==> config.mk <==
export PLATFORM = sky130hd
export DESIGN_NAME = wshbn_master_line_xfer_flat
export DESIGN_NICKNAME = d
export VERILOG_FILES = /design/src/rtl/wshbn_master_line_xfer_pkg.sv /design/src/rtl/wshbn_master_line_xfer_if.sv /design/src/rtl/wshbn_master_line_xfer.sv /design/src/flat_wrapper.sv
export SDC_FILE = /design/constraint.sdc
export NUM_CORES = 1
export LEC_CHECK = 0
export ABC_AREA = 1
export CAP_MARGIN = 20
export CORE_MARGIN = 2
export CORE_UTILIZATION = 50
export CTS_CLUSTER_DIAMETER = 120
export DETAILED_ROUTE_END_ITERATION = 12
export DONT_BUFFER_PORTS = 1
export PLACE_DENSITY = 0.72
export SYNTH_ARGS = -nofsm -noshare
export SYNTH_HDL_FRONTEND = slang
export SYNTH_SLANG_ARGS = --single-unit
export TNS_END_PERCENT = 5
==> constraint.sdc <==
create_clock -name CLK_I -period 6.5 [get_ports CLK_I]
set_clock_uncertainty 0.2 [all_clocks]
set_input_delay 0.65 -clock CLK_I [delete_from_list [all_inputs] [get_ports CLK_I]]
set_output_delay 0.65 -clock CLK_I [all_outputs]
set_load 0.02 [all_outputs]
==> src/rtl/wshbn_master_line_xfer_pkg.sv <==
// Shared constants, state encoding and address helper for the Wishbone cache-line master.
package wshbn_master_line_xfer_pkg;

    localparam int ADDR_WIDTH = 16;
    localparam int WORD_WIDTH = 32;
    localparam int LINE_WORDS = 4;

    typedef enum logic [1:0] {
        IDLE  = 2'd0,
        BURST = 2'd1,
        DONE  = 2'd2
    } wshbn_master_st_t;

    // First word address of the line containing addr (low idx_w bits cleared).
    function automatic logic [ADDR_WIDTH-1:0] line_base(input logic [ADDR_WIDTH-1:0] addr,
                                                        input int idx_w);
        return addr & ~ADDR_WIDTH'((32'd1 << idx_w) - 32'd1);
    endfunction

endpackage

==> src/rtl/wshbn_master_line_xfer_if.sv <==
// Wishbone classic bus between the line-transfer master and the data RAM slave.
interface wshbn_master_line_xfer_if;
    import wshbn_master_line_xfer_pkg::*;

    logic [ADDR_WIDTH-1:0] ADR_O;
    logic [WORD_WIDTH-1:0] DAT_O;
    logic [WORD_WIDTH-1:0] DAT_I;
    logic                  WE_O;
    logic                  STB_O;
    logic                  CYC_O;
    logic                  ACK_I;

    modport master (
        output ADR_O, DAT_O, WE_O, STB_O, CYC_O,
        input  DAT_I, ACK_I
    );

    modport slave (
        input  ADR_O, DAT_O, WE_O, STB_O, CYC_O,
        output DAT_I, ACK_I
    );

endinterface

==> src/rtl/wshbn_master_line_xfer.sv <==
// Wishbone master moving one cache line (refill or write-back) as a single held-CYC burst.
// Optional ACK watchdog enabled by defining WSHBN_TIMEOUT_EN.
module wshbn_master_line_xfer
    import wshbn_master_line_xfer_pkg::*;
#(
    parameter int LINE_WORDS = wshbn_master_line_xfer_pkg::LINE_WORDS,
    parameter int IDX_W      = $clog2(LINE_WORDS)
`ifdef WSHBN_TIMEOUT_EN
    ,
    parameter int TIMEOUT_CYCLES = 16
`endif
) (
    input  logic                             CLK_I,
    input  logic                             RST_I,
    input  logic                             req_i,
    input  logic                             req_we_i,
    input  logic [ADDR_WIDTH-1:0]            req_addr_i,
    input  logic [LINE_WORDS*WORD_WIDTH-1:0] wr_line_i,
    output logic [LINE_WORDS*WORD_WIDTH-1:0] rd_line_o,
    output logic                             busy_o,
    output logic                             done_o,
    output logic                             err_o,
    wshbn_master_line_xfer_if.master         wb
);

    localparam logic [IDX_W-1:0] LAST_IDX = IDX_W'(LINE_WORDS - 1);

    wshbn_master_st_t                 state_q, state_d;
    logic [IDX_W-1:0]                 idx_q, idx_d;
    logic [IDX_W-1:0]                 idx_inc;
    logic [ADDR_WIDTH-IDX_W-1:0]      line_q, line_d;
    logic                             mode_q, mode_d;
    logic [ADDR_WIDTH-1:0]            adr_q, adr_d;
    logic [WORD_WIDTH-1:0]            dat_q, dat_d;
    logic                             we_q, we_d;
    logic                             stb_q, stb_d;
    logic                             cyc_q, cyc_d;
    logic                             busy_q, busy_d;
    logic                             done_q, done_d;
    logic [WORD_WIDTH-1:0]            req_word  [LINE_WORDS];
    logic [WORD_WIDTH-1:0]            wr_word_q [LINE_WORDS];
    logic [WORD_WIDTH-1:0]            wr_word_d [LINE_WORDS];
    logic [WORD_WIDTH-1:0]            rd_word_q [LINE_WORDS];
    logic [WORD_WIDTH-1:0]            rd_word_d [LINE_WORDS];

`ifdef WSHBN_TIMEOUT_EN
    localparam int WAIT_W = $clog2(TIMEOUT_CYCLES + 1);
    logic [WAIT_W-1:0] wait_q, wait_d;
    logic              err_q, err_d;
    logic              timeout;

    // Last no-ACK cycle allowed; the abort edge is TIMEOUT_CYCLES edges after STB rises.
    assign timeout = (wait_q == WAIT_W'(TIMEOUT_CYCLES - 1));
    assign err_o   = err_q;
`else
    assign err_o   = 1'b0;
`endif

    generate
        for (genvar gi = 0; gi < LINE_WORDS; gi++) begin : g_words
            assign req_word[gi]                            = wr_line_i[gi*WORD_WIDTH +: WORD_WIDTH];
            assign rd_line_o[gi*WORD_WIDTH +: WORD_WIDTH] = rd_word_q[gi];
        end
    endgenerate

    assign wb.ADR_O = adr_q;
    assign wb.DAT_O = dat_q;
    assign wb.WE_O  = we_q;
    assign wb.STB_O = stb_q;
    assign wb.CYC_O = cyc_q;
    assign busy_o   = busy_q;
    assign done_o   = done_q;

    always_comb begin
        state_d   = state_q;
        idx_d     = idx_q;
        line_d    = line_q;
        mode_d    = mode_q;
        adr_d     = adr_q;
        dat_d     = dat_q;
        we_d      = we_q;
        stb_d     = stb_q;
        cyc_d     = cyc_q;
        busy_d    = busy_q;
        done_d    = 1'b0;
        wr_word_d = wr_word_q;
        rd_word_d = rd_word_q;
        idx_inc   = idx_q + IDX_W'(1);
`ifdef WSHBN_TIMEOUT_EN
        wait_d    = wait_q;
        err_d     = 1'b0;
`endif

        unique case (state_q)
            IDLE: begin
                if (req_i) begin
                    state_d   = BURST;
                    idx_d     = '0;
                    line_d    = req_addr_i[ADDR_WIDTH-1:IDX_W];
                    mode_d    = req_we_i;
                    wr_word_d = req_word;
                    adr_d     = line_base(req_addr_i, IDX_W);
                    dat_d     = req_we_i ? req_word[0] : '0;
                    we_d      = req_we_i;
                    stb_d     = 1'b1;
                    cyc_d     = 1'b1;
                    busy_d    = 1'b1;
`ifdef WSHBN_TIMEOUT_EN
                    wait_d    = '0;
`endif
                end
            end

            BURST: begin
                if (wb.ACK_I) begin
`ifdef WSHBN_TIMEOUT_EN
                    wait_d = '0;
`endif
                    if (!mode_q) begin
                        rd_word_d[idx_q] = wb.DAT_I;
                    end
                    if (idx_q == LAST_IDX) begin
                        state_d = DONE;
                        we_d    = 1'b0;
                        stb_d   = 1'b0;
                        cyc_d   = 1'b0;
                        busy_d  = 1'b0;
                        done_d  = 1'b1;
                    end else begin
                        // Offset only replaces the low bits, so the burst wraps inside its line.
                        idx_d = idx_inc;
                        adr_d = {line_q, idx_inc};
                        dat_d = mode_q ? wr_word_q[idx_inc] : '0;
                    end
                end
`ifdef WSHBN_TIMEOUT_EN
                else if (timeout) begin
                    state_d = IDLE;
                    we_d    = 1'b0;
                    stb_d   = 1'b0;
                    cyc_d   = 1'b0;
                    busy_d  = 1'b0;
                    err_d   = 1'b1;
                end else begin
                    wait_d = wait_q + WAIT_W'(1);
                end
`endif
            end

            DONE: begin
                state_d = IDLE;
            end

            default: begin
                state_d = IDLE;
            end
        endcase
    end

    always_ff @(posedge CLK_I) begin
        if (!RST_I) begin
            state_q <= IDLE;
            idx_q   <= '0;
            line_q  <= '0;
            mode_q  <= 1'b0;
            adr_q   <= '0;
            dat_q   <= '0;
            we_q    <= 1'b0;
            stb_q   <= 1'b0;
            cyc_q   <= 1'b0;
            busy_q  <= 1'b0;
            done_q  <= 1'b0;
            for (int i = 0; i < LINE_WORDS; i++) begin
                wr_word_q[i] <= '0;
                rd_word_q[i] <= '0;
            end
`ifdef WSHBN_TIMEOUT_EN
            wait_q  <= '0;
            err_q   <= 1'b0;
`endif
        end else begin
            state_q   <= state_d;
            idx_q     <= idx_d;
            line_q    <= line_d;
            mode_q    <= mode_d;
            adr_q     <= adr_d;
            dat_q     <= dat_d;
            we_q      <= we_d;
            stb_q     <= stb_d;
            cyc_q     <= cyc_d;
            busy_q    <= busy_d;
            done_q    <= done_d;
            wr_word_q <= wr_word_d;
            rd_word_q <= rd_word_d;
`ifdef WSHBN_TIMEOUT_EN
            wait_q    <= wait_d;
            err_q     <= err_d;
`endif
        end
    end

endmodule

==> src/flat_wrapper.sv <==
// flat-port wrapper written by rule: the top's interface ports become plain ports
module wshbn_master_line_xfer_flat import wshbn_master_line_xfer_pkg::*;
#(
    parameter int LINE_WORDS = wshbn_master_line_xfer_pkg::LINE_WORDS,
    parameter int IDX_W      = $clog2(LINE_WORDS)

)
  (CLK_I, RST_I, req_i, req_we_i, req_addr_i, wr_line_i, rd_line_o, busy_o, done_o, err_o, wb_ADR_O, wb_DAT_O, wb_WE_O, wb_STB_O, wb_CYC_O, wb_DAT_I, wb_ACK_I);
  wshbn_master_line_xfer_if wb_i ();
  input  logic CLK_I;
  input  logic RST_I;
  input  logic req_i;
  input  logic req_we_i;
  input  logic [ADDR_WIDTH-1:0] req_addr_i;
  input  logic [LINE_WORDS*WORD_WIDTH-1:0] wr_line_i;
  output logic [LINE_WORDS*WORD_WIDTH-1:0] rd_line_o;
  output logic busy_o;
  output logic done_o;
  output logic err_o;
  output wire logic [$bits(wb_i.ADR_O)-1:0] wb_ADR_O;
  output wire logic [$bits(wb_i.DAT_O)-1:0] wb_DAT_O;
  output wire logic [$bits(wb_i.WE_O)-1:0] wb_WE_O;
  output wire logic [$bits(wb_i.STB_O)-1:0] wb_STB_O;
  output wire logic [$bits(wb_i.CYC_O)-1:0] wb_CYC_O;
  input wire logic [$bits(wb_i.DAT_I)-1:0] wb_DAT_I;
  input wire logic [$bits(wb_i.ACK_I)-1:0] wb_ACK_I;
  assign wb_ADR_O = wb_i.ADR_O;
  assign wb_DAT_O = wb_i.DAT_O;
  assign wb_WE_O = wb_i.WE_O;
  assign wb_STB_O = wb_i.STB_O;
  assign wb_CYC_O = wb_i.CYC_O;
  assign wb_i.DAT_I = wb_DAT_I;
  assign wb_i.ACK_I = wb_ACK_I;
  wshbn_master_line_xfer #(.LINE_WORDS(LINE_WORDS), .IDX_W(IDX_W)) u_core (.CLK_I(CLK_I), .RST_I(RST_I), .req_i(req_i), .req_we_i(req_we_i), .req_addr_i(req_addr_i), .wr_line_i(wr_line_i), .rd_line_o(rd_line_o), .busy_o(busy_o), .done_o(done_o), .err_o(err_o), .wb(wb_i));
endmodule
### After elaboration in Yosys (flattened, before gate mapping)

Index checks and enable logic that the tools add are counted.

* add/sub/neg operators: 1
* magnitude comparators: 3
* equality and inequality tests: 6
* muxes and demuxes: 31
* bitwise gates (word level): 3
* reductions and logical operators: 9

Operator list (number)
* 2-to-1 mux 32 bit: 8
* bitwise mux 128 bit: 1
* binary-select mux 32 bit (select 2 bit): 1
* demux 32 bit (select 2 bit): 1
* case mux 32 bit (2 select lines): 1
* 2-to-1 mux 16 bit: 3
* case mux 16 bit (2 select lines): 1
* 2-to-1 mux 2 bit: 6
* AND reduction 3 bit: 3
* case mux 2 bit (2 select lines): 2
* AND reduction 4 bit: 2
* >= comparator 3 bit, second input constant: 2
* inequality test 2 bit, second input constant: 3
* NOT 2 -> 3 bit: 2
* 2-to-1 mux 1 bit: 5
* case mux 1 bit (2 select lines): 2
* less-than comparator 3 x 1 -> 1 bit, second input constant: 1
* adder 2 x 1 -> 2 bit, second input constant: 1
* == test 2 x 1 -> 1 bit, second input constant: 1
* == test 2 bit, second input constant: 1
* zero test 2 bit: 1
* inequality test 2 x 1 -> 1 bit, second input constant: 1
* AND reduction 2 bit: 1
* nonzero test 2 bit: 1
* 2 further kinds: 2

* bits in registers: 326
* input bits: 181
* output and inout port bits: 182
* logic and storage cells: 70

### Longest topological paths before layout

Gate-level depths: netlist of run 1.

* depth in word-level cells: 9
* gate-level depth with buffers: 12
* depth with buffers taken out: 8

### Least setup slack after synthesis of run 1

OpenSTA, ideal clock, no wires.

* path type: register -> register
* start point: register u_core.wb.ADR_O[0] (netlist name)
* end point: register u_core.dat_q[18] (netlist: u_core.wb.DAT_O[18])
* setup time: 112 ps
* arrival time: 2214 ps
* data required time: 6188 ps
* setup slack: 3975 ps
* cell stages (with the launch flop): 13
* buffers on the path: 4
* period minus slack after synthesis: 2525 ps
* cells stage by stage: dfxtp_1 > buf_2 > clkinv_1 > clkbuf_1 > ha_1 > clkbuf_1 > inv_1 > clkbuf_1 > nand2_1 > nor2_1 > nor2_1 > nor2_1 > nor2_1

RTL lines
* end signal, assigned: line wshbn_master_line_xfer.sv:187 `dat_q <= dat_d;`
* end, declared: line wshbn_master_line_xfer.sv:34 `logic [WORD_WIDTH-1:0] dat_q, dat_d;`

==> impl_metrics.py, run 1 <==
metrics = {
    "floorplan": {
        "core-area_mm2": 0.0287,
        "die_h_um": 175,
        "die-area_mm2": 0.0305,
        "start_util": 0.508,
        "row_count": 62,
        "fp.dieW_um": 175,
        "ios": 363,
    },
    "synthesis": {
        "yosysWarnings": 0,
        "synth_area_per_cell_um2": 6.30,
        "synth_fp_nets": 2501,
        "syn_inst": 2316,
        "ys_seq_area_frac": 0.445,
        "synth_cell_type_count": 24,
        "netlist_area_mm2": 0.0146,
        "ys_ff_latch": 324,
    },
    "cells_and_area": {
        "nNetsFinal": 2412,
        "final_cell_mix": "655 x nand2_1, 574 x nor2_1, 323 x dfxtp_1",
        "layout_commonest_cell": "nand2_1",
        "area_delta_synth_final_pct": 7.88,
        "drive_gt1_frac": 0.0382,
        "nFillCells": 2811,
    },
    "cts": {
        "ctsResizeCount": 0,
        "clock_sinks": 324,
        "clock_path_buffers": 3,
        "htree_levels": 2,
        "post-cts-setup-buffers": 0,
        "cts_tree": "done",
        "cts_made_buffers": 36,
        "hold_buffers": 0,
        "path_clk_slew_ns": 0.06,
        "clk_latency_ns": 0.51,
        "cts_root_buffer": "clkbuf_16",
    },
    "status": {
        "status": "complete, no violations",
    },
    "setup_path": {
        "reg2reg_depth": 10,
        "path_class": "flip-flop to flip-flop",
        "crit_arrival_ns": 3.41,
        "ff2ff_setup_slack_ns": 3.28,
        "end_kind": "flip-flop",
        "cp_data_required_time_ns": 6.69,
        "crit_fanout": 43,
        "critPathLaunchType": "flip-flop",
    },
    "drt": {
        "drtIter0Drc": 843,
        "ant_nets": 0,
        "via_count": 13200,
        "vias_per_cell": 5.01,
        "drt_pre_antenna_iters": 5,
        "drc": 0,
        "wirelength_mm": 41.5,
        "wl_per_cell_um": 15.7,
    },
    "power": {
        "p_per_area_mw_per_mm2": 300,
        "max-vdd-ir-drop_v": 0.000195,
        "power_uw": 4720,
        "p_leak_uw": 0.00736,
    },
    "placed_design": {
        "io_buffers": 0,
        "pre_cts_slack_ns": 3.06,
        "post-dp-hpwl_mm": 26.3,
        "gp_congestion": 0.885,
    },
    "grt": {
        "grt_max_degree": 322,
        "grt_pass1_vias": 12100,
        "gr-total-overflow": 0,
        "grt_pass1_wl_mm": 63.9,
        "grt_antenna_before_repair": 11,
        "grtUsageTotal": 0.260,
    },
    "sta": {
        "setup_viol": 0,
        "worst_slew_pin_slew_ns": 0.922,
        "max-slew-margin-rel": 0.385,
        "min_period_ns": 3.22,
        "hold_viol": 0,
        "slew_viol_final": 0,
        "setup_slack_ns": 3.28,
        "rsz0062_at_grt": "false",
        "setup_tns_ns": 0,
        "fmax_ghz": 0.311,
        "min_period_over_period": 0.495,
    },
    "min_path": {
        "hold_depth": 2,
        "min_path_type": "primary input to flip-flop",
    },
    "job": {
        "maxCapViolations": 0,
    },
}
[final timing paths]
check                                        start             endpoint
worst min-delay path                         RST_I   u_core.wb.ADR_O[7]
worst max-delay path            u_core.wb.ADR_O[0]  u_core.wb.DAT_O[12]
worst min register to register   u_core.line_q[13]    u_core.line_q[13]
worst max register to register  u_core.wb.ADR_O[0]  u_core.wb.DAT_O[12]
[layout make-up]
class / count / area (µm²) / area share
timing repair buffer: 17 / 148 / 0.00939
tap: 384 / 480 / 0.0305
antenna: 5 / 12.5 / 0.000795
sequential: 324 / 6490 / 0.413
inverter: 319 / 1200 / 0.0762
clock inverter: 9 / 103 / 0.00652
multi-input combinational: 1529 / 6250 / 0.397
clock buffer: 51 / 1050 / 0.0667
[synth_stat cells]
library cell | instances | area (µm²)
a21oi_2 | 1 | 8.76
nand3_1 | 65 | 325
nand2_1 | 656 | 2460
nand2_2 | 1 | 6.26
clkbuf_1 | 80 | 300
nor3_1 | 2 | 10.0
buf_4 | 4 | 30.0
inv_2 | 2 | 7.51
dfxtp_1 | 324 | 6490
nor2_1 | 578 | 2170
o21ai_0 | 147 | 736
buf_6 | 9 | 101
buf_2 | 48 | 240
nand4_1 | 33 | 206
conb_1 | 1 | 3.75
nand3_2 | 1 | 10.0
clkinv_1 | 1 | 3.75
o211ai_1 | 1 | 7.51
buf_1 | 3 | 11.3
a21oi_1 | 36 | 180
nand3_4 | 1 | 17.5
inv_1 | 316 | 1190
ha_1 | 4 | 50.1
nor2_4 | 2 | 22.5
[flip-flops by register name, summed over array words and instances, names as in the netlist]
signal,flops
u_core.wb.STB_O,1
u_core.state_q,2
u_core.wb.DAT_O,32
u_core.rd_line_o,128
u_core.wr_word_q,128
u_core.line_q,14
u_core.wb.ADR_O,16
u_core.mode_q,1
u_core.done_o,1
u_core.wb.WE_O,1
[through the flow]
step | hold slack (ns) | utilization | instance area, µm² | instances
after detailed placement | 0.241 | 0.508 | 14600 | 2573
after global routing | 0.0692 | 0.548 | 15700 | 2635
after floorplan | 0.225 | - | 14600 | 2316
final | 0.0803 | 0.548 | 15700 | 2638
after CTS | 0.0590 | 0.548 | 15700 | 2633
after global placement | 0.232 | 0.507 | 14500 | 2572
[power breakdown]
part           total, µW  switching, µW  internal (µW)
clock network       2010            808           1200
registers           2240            136           2110
logic                474            317            157
[critical path, stage by stage, from the launching register on]
cell      delay [ns]
dfxtp_4         0.71
clkinv_1        0.19
ha_1            0.32
buf_4           0.27
inv_1           0.60
buf_4           0.36
nand2_1         0.09
nor2_1          0.08
nor2_1          0.05
nor2_1          0.13
nor2_1          0.06
[metal layers]
layer / wire (µm) / track usage / up-vias
li1: - / - / 6681
met1: 16100 / 0.296 / 5924
met2: 19400 / 0.442 / 484
met3: 4300 / 0.0903 / 112
met4: 1610 / 0.116 / 8
met5: 55 / 0 / -
[cell families after synthesis]
kind of cell | count (synthesis) | synth area share
and+or+nand+nor | 1339 | 0.359
buffers and inverters | 463 | 0.129
DFF | 324 | 0.445
AOI/OAI and AO/OA | 185 | 0.0639
adders and majority gates | 4 | 0.00343
other | 1 | 0.000257
(Power assumes the default switching activity.)
==> inputs of run 2 (changes only) <==
==> constraint.sdc (replaced) <==
create_clock -name CLK_I -period 3.21 [get_ports CLK_I]
set_clock_uncertainty 0.2 [all_clocks]
set_input_delay 0.321 -clock CLK_I [delete_from_list [all_inputs] [get_ports CLK_I]]
set_output_delay 0.321 -clock CLK_I [all_outputs]
set_load 0.02 [all_outputs]
==> run 2 against run 1 <==
Against the previous run: via count rose by 16%; sequential cell count unchanged; maximum frequency is 6.6% higher; non-clock buffer count up 321; sequential share of layout area shrank 7.2 points; register-to-register slack got worse by 3.1 ns; power grew 120%; final area is 21% higher; critical endpoint is now u_core.wb.DAT_O[24].
==> impl_metrics.py, run 2 (synthesis results as in run 1) <==
metrics = {
    "status": {
        "status": "complete, no violations",
    },
    "setup_path": {
        "end_kind": "flip-flop",
        "critPathLaunchType": "flip-flop",
        "crit_fanout": 14,
        "path_class": "flip-flop to flip-flop",
        "ff2ff_setup_slack_ns": 0.19,
        "crit_arrival_ns": 3.28,
        "cp_data_required_time_ns": 3.47,
    },
    "placed_design": {
        "placed_cell_area_mm2": 0.0146,
        "io_buffers": 0,
        "gp_congestion": 0.925,
        "post-dp-hpwl_mm": 26.2,
    },
    "floorplan": {
        "ios": 363,
        "row_count": 62,
        "start_util": 0.508,
        "die_h_um": 175,
        "die-area_mm2": 0.0305,
        "core-area_mm2": 0.0287,
        "fp.dieW_um": 175,
    },
    "sta": {
        "min_period_over_period": 0.940,
        "hold_viol": 0,
        "fmax_ghz": 0.332,
        "worst_slew_pin_slew_ns": 1.07,
        "min_period_ns": 3.02,
        "setup_viol": 0,
        "setup_tns_ns": 0,
        "rsz0062_at_grt": "false",
        "slew_viol_final": 0,
        "max-slew-margin-rel": 0.284,
    },
    "drt": {
        "ant_nets": 0,
        "via_count": 15400,
        "drtIter0Drc": 1250,
        "vias_per_cell": 5.18,
        "m1WireLength_mm": 18.0,
        "wl_met3_mm": 4.83,
        "drt_pre_antenna_iters": 5,
        "wirelength_mm": 48.8,
        "drc": 0,
        "met2_length_mm": 23.5,
        "wl_per_cell_um": 16.4,
        "routed.top_layer": "met5",
    },
    "cells_and_area": {
        "drive_gt1_frac": 0.0396,
        "layout_commonest_cell": "nand2_1",
        "final_util": 0.664,
        "nNetsFinal": 2733,
        "area_delta_synth_final_pct": 30.8,
        "final_cell_mix": "655 x nand2_1, 574 x nor2_1, 323 x dfxtp_1",
        "fin_area_mm2": 0.0191,
    },
    "grt": {
        "grt_max_degree": 187,
        "gr-total-overflow": 0,
        "grt_pass1_wl_mm": 75.6,
        "grtUsageTotal": 0.306,
        "grt_antenna_before_repair": 7,
        "grt_pass1_vias": 14700,
    },
    "min_path": {
        "min_path_type": "primary input to flip-flop",
    },
    "cts": {
        "clock_path_buffers": 3,
        "cts_root_buffer": "clkbuf_16",
        "cts_tree": "done",
        "path_clk_slew_ns": 0.06,
        "clock_sinks": 324,
        "cts_made_buffers": 36,
        "post-cts-setup-buffers": 0,
        "htree_levels": 2,
        "clk_latency_ns": 0.52,
    },
    "job": {
        "maxCapViolations": 0,
    },
    "power": {
        "p_per_area_mw_per_mm2": 541,
        "power_uw": 10300,
        "p_leak_uw": 0.00874,
        "max-vdd-ir-drop_v": 0.000445,
    },
}
run 2: cell count changes in the layout (fill, tap and decap cells not counted), moves of 3 or more:
cell | previous run | this run
dlygate4sd3_1 | 0 | 314
buf_4 | 16 | 20
inv_6 | 0 | 3
buf_12 | 0 | 3
clkbuf_1 | 7 | 3
clkbuf_8 | 7 | 11
run 2: critical path, stage by stage (launching register included):
cell and delay (ns):
dfxtp_1 0.42, ha_1 0.31, a21oi_4 0.18, nand3_2 0.38, nand2_1 0.18, nand2_1 0.07, dlygate4sd3_1 0.57, nor2_1 0.10
dlygate4sd3_1 0.54
run 2: worst paths after layout:
check,start,to,cells past startpoint
hold / removal,req_i,u_core.wr_word_q[126],3
setup / recovery,u_core.wb.ADR_O[1],u_core.wb.DAT_O[24],8
setup reg to reg,u_core.wb.ADR_O[1],u_core.wb.DAT_O[24],8
hold reg to reg,u_core.wr_word_q[67],u_core.wr_word_q[67],2
run 2: area by class of cell:
class	instances	area, µm²
fill	2269	9640
timing repair buffer	338	3380
inverter	319	1200
antenna	7	17.5
tap	384	480
clock inverter	14	160
sequential	324	6490
multi-input combinational	1529	6250
clock buffer	51	1090
run 2: per-stage QoR:
| stage | instances | hold slack, ns | setup WS [ns] |
|---|---|---|---|
| after detailed placement | 2579 | 0.244 | 0.866 |
| after global routing | 2964 | 0.0696 | 0.0309 |
| final | 2966 | 0.0254 | 0.194 |
| after CTS | 2959 | 0.0136 | 0.192 |
| after floorplan | 2316 | 0.225 | 0.685 |
| after global placement | 2579 | 0.232 | 0.913 |
run 2: per-layer routing:
layer / vias to the layer above / track usage
met1: 6983 / 0.345
met2: 826 / 0.536
met5: - / 0
met4: 2 / 0.151
met3: 191 / 0.0796
li1: 7348 / -
run 2: what timing repair did:
action / in CTS / in global routing
hold buffers: 315 / 0
gates resized for setup: 0 / 0
endpoints found under the hold margin: 324 / 0
run 2: report_power, final:
| group | switching, µW | internal [µW] | leakage [µW] |
|---|---|---|---|
| Clock | 1710 | 2620 | 0.000623 |
| Combinational | 812 | 633 | 0.00546 |
| Sequential | 274 | 4270 | 0.00266 |
| Total | 2800 | 7520 | 0.00874 |
==> inputs of run 3 (changes only) <==
--- a/config.mk
+++ b/config.mk
@@ -5,13 +5,13 @@
 export SDC_FILE = /design/constraint.sdc
 export NUM_CORES = 1
 export LEC_CHECK = 0
-export ABC_AREA = 1
 export CAP_MARGIN = 20
 export CORE_MARGIN = 2
 export CORE_UTILIZATION = 50
 export CTS_CLUSTER_DIAMETER = 120
 export DETAILED_ROUTE_END_ITERATION = 12
 export DONT_BUFFER_PORTS = 1
+export GPL_TIMING_DRIVEN = 0
 export PLACE_DENSITY = 0.72
 export SYNTH_ARGS = -nofsm -noshare
 export SYNTH_HDL_FRONTEND = slang
==> run 3 against run 2 <==
Against the previous run: via count decreased by 14%; utilization down 2.8 points; clock power down 7.4%; sequential share of layout area grew 5.1 points; register-to-register slack worse by 0.13 ns; first-iteration DRC count is 6.1% lower; die area down 9.0%; largest power group unchanged; combinational power shrank 24%.
==> impl_metrics.py, run 3 <==
metrics = {
    "synthesis": {
        "synth.most_common_cell": "dfxtp_1",
        "synth_cell_type_count": 35,
        "synth_fp_nets": 1764,
        "synth_edf_count": 0,
        "netlist_area_mm2": 0.0132,
        "synth_area_leaders": "dfxtp_1 49%, a21oi_1 10%, nand2_1 9.1%, mux2_2 5.4%, nand3_1 4.9%",
        "synthFlopType": "dfxtp_1",
        "ys_ff_latch": 324,
        "ys_seq_area_frac": 0.490,
        "synth_top_area_share": 0.490,
        "yosys.area.top_type": "dfxtp_1",
        "yosysWarnings": 0,
        "syn_inst": 1579,
        "synthTopCellsByCount": "324 x dfxtp_1, 321 x nand2_1, 275 x a21oi_1",
        "synth_area_per_cell_um2": 8.39,
        "async_flop_share": 0,
    },
    "sta": {
        "hold_viol": 0,
        "setup_slack_ns": 0.0599,
        "setup_viol": 0,
        "max-slew-margin-rel": 0.489,
        "rsz0062_at_grt": "true",
        "slew_viol_final": 0,
        "min_period_ns": 3.15,
        "min_period_over_period": 0.981,
        "worst_slew_pin_slew_ns": 0.766,
        "fmax_ghz": 0.317,
    },
    "power": {
        "max-vdd-ir-drop_v": 0.000527,
        "p_sw_uw": 2510,
        "swShare": 0.263,
        "p_leak_uw": 0.00594,
        "pwr-share-comb": 0.116,
        "power_frac_seq": 0.465,
        "p_per_area_mw_per_mm2": 575,
        "p_clk_frac": 0.419,
        "intPower_uw": 7040,
    },
    "setup_path": {
        "critPathLaunchType": "flip-flop",
        "cp_data_required_time_ns": 3.43,
        "end_kind": "flip-flop",
        "crit_arrival_ns": 3.37,
        "reg2reg_depth": 9,
        "path_class": "flip-flop to flip-flop",
        "ff2ff_setup_slack_ns": 0.06,
        "crit_fanout": 10,
    },
    "cts": {
        "clk_latency_ns": 0.52,
        "path_clk_slew_ns": 0.06,
        "clock_path_buffers": 3,
        "cts_made_buffers": 35,
        "htree_levels": 2,
        "post-cts-setup-buffers": 0,
        "cts_tree": "done",
        "clock_sinks": 324,
        "cts_root_buffer": "clkbuf_16",
    },
    "status": {
        "status": "complete, no violations",
    },
    "drt": {
        "ant_nets": 0,
        "drtIter0Drc": 1174,
        "wirelength_mm": 47.1,
        "drc": 0,
        "m1WireLength_mm": 18.0,
        "wl_met3_mm": 4.65,
        "routed.top_layer": "met4",
        "drt_pre_antenna_iters": 6,
        "vias_per_cell": 6.11,
        "met2_length_mm": 22.3,
        "wl_per_cell_um": 21.8,
        "via_count": 13200,
    },
    "grt": {
        "grt_antenna_before_repair": 3,
        "grt_max_degree": 14,
        "grt_pass1_vias": 12700,
        "grtUsageTotal": 0.323,
        "gr-total-overflow": 0,
        "grt_pass1_wl_mm": 71.5,
    },
    "cells_and_area": {
        "layout_commonest_cell": "dfxtp_1",
        "final_cell_mix": "324 x dfxtp_1, 321 x nand2_1, 275 x a21oi_1",
        "drive_gt1_frac": 0.115,
        "final_util": 0.636,
        "area_delta_synth_final_pct": 25.2,
        "nFillCells": 2155,
        "nNetsFinal": 1978,
    },
    "floorplan": {
        "fp.dieW_um": 167,
        "die-area_mm2": 0.0278,
        "die_h_um": 167,
        "ios": 363,
        "row_count": 59,
        "core-area_mm2": 0.0261,
        "start_util": 0.508,
    },
    "min_path": {
        "hold_depth": 3,
        "min_path_type": "primary input to flip-flop",
    },
    "placed_design": {
        "gp_congestion": 0.886,
        "io_buffers": 0,
        "pre_cts_slack_ns": 0.147,
        "post-dp-hpwl_mm": 32.4,
    },
    "job": {
        "maxCapViolations": 0,
    },
}
==> run 3: changes by cell type after synthesis, moves of 20 or more <==
cell	before	now
a32oi_1	0	32
a21oi_1	36	275
mux2_2	0	64
nand3_1	65	130
nand2_1	656	321
buf_4	4	32
inv_1	316	7
o21ai_0	147	127
nor3_1	2	49
nor2_1	578	0
a311oi_1	0	31
nand4_1	33	0
==> run 3: area by class of cell <==
| cell class | count | area, µm² | share of cell area |
|---|---|---|---|
| Buffer | 167 | 865 | 0.0521 |
| Antenna cell | 4 | 10.0 | 0.000604 |
| Tap cell | 335 | 419 | 0.0253 |
| Timing Repair Buffer | 177 | 1770 | 0.107 |
| Inverter | 8 | 30.0 | 0.00181 |
| Clock buffer | 54 | 1070 | 0.0645 |
| Clock inverter | 8 | 67.6 | 0.00407 |
| Sequential cell | 324 | 6490 | 0.391 |
| Multi-Input combinational cell | 1080 | 5870 | 0.354 |
==> run 3: path summary, 6_finish.rpt <==
check | from | endpoint
worst max-delay path | u_core.wb.ADR_O[0] | u_core.rd_line_o[26]
worst min-delay path | wb_ACK_I | u_core.wb.ADR_O[0]
worst max register to register | u_core.wb.ADR_O[0] | u_core.rd_line_o[26]
worst min register to register | u_core.line_q[2] | u_core.line_q[2]
==> run 3: power by group through the flow <==
stage                     clock network (µW)  registers [µW]  logic, µW
final                                   4000            4440       1100
after global routing                    4180            4450       1190
after CTS                               4020            4430       1070
after detailed placement                   0            4520        850
after global placement                     0            4510        831
after floorplan                            0            4470        635
==> run 3: what timing repair did <==
action | in CTS | in global routing
endpoints found under the hold margin | 321 | 0
endpoints found under the setup margin | 0 | 10
hold buffers | 177 | 0
resized for setup | 0 | 2
==> run 3: per-stage QoR <==
| step | hold slack [ns] | setup TNS, ns | total power (µW) | area (µm²) | instances |
|---|---|---|---|---|---|
| floorplan | 0.233 | 0 | 5100 | 13200 | 1579 |
| global placement | 0.238 | 0 | 5350 | 13700 | 1914 |
| detailed placement | 0.244 | 0 | 5370 | 13700 | 1914 |
| CTS | 0.115 | 0 | 9530 | 16600 | 2153 |
| global route | 0.191 | -0.0808 | 9820 | 16600 | 2156 |
| finish | 0.147 | 0 | 9540 | 16600 | 2157 |
==> run 3: cell families (layout without fill, tap and decap cells) <==
kind of cell / count (synthesis) / count (layout) / share of synthesized area
mux: 78 / 78 / 0.0650
other cells: 1 / 5 / 0.000283
compound gates: 485 / 485 / 0.205
simple gates: 512 / 512 / 0.169
buf+inv: 175 / 414 / 0.0674
flops: 324 / 324 / 0.490
fa+ha+maj: 4 / 4 / 0.00378
==> run 3: critical path, stage by stage, from the launching register on <==
cell and delay (ns):
dfxtp_1 0.64, buf_4 0.30, buf_2 0.34, inv_1 0.14, ha_1 0.22, clkbuf_1 0.19, inv_1 0.19, clkbuf_1 0.44
o21ai_0 0.20, a21oi_1 0.20
==> run 3: per-layer routing <==
metal,vias to the layer above,track usage
li1,5971,-
met3,165,0.0817
met4,0,0.151
met5,-,0
met1,6259,0.389
met2,788,0.541
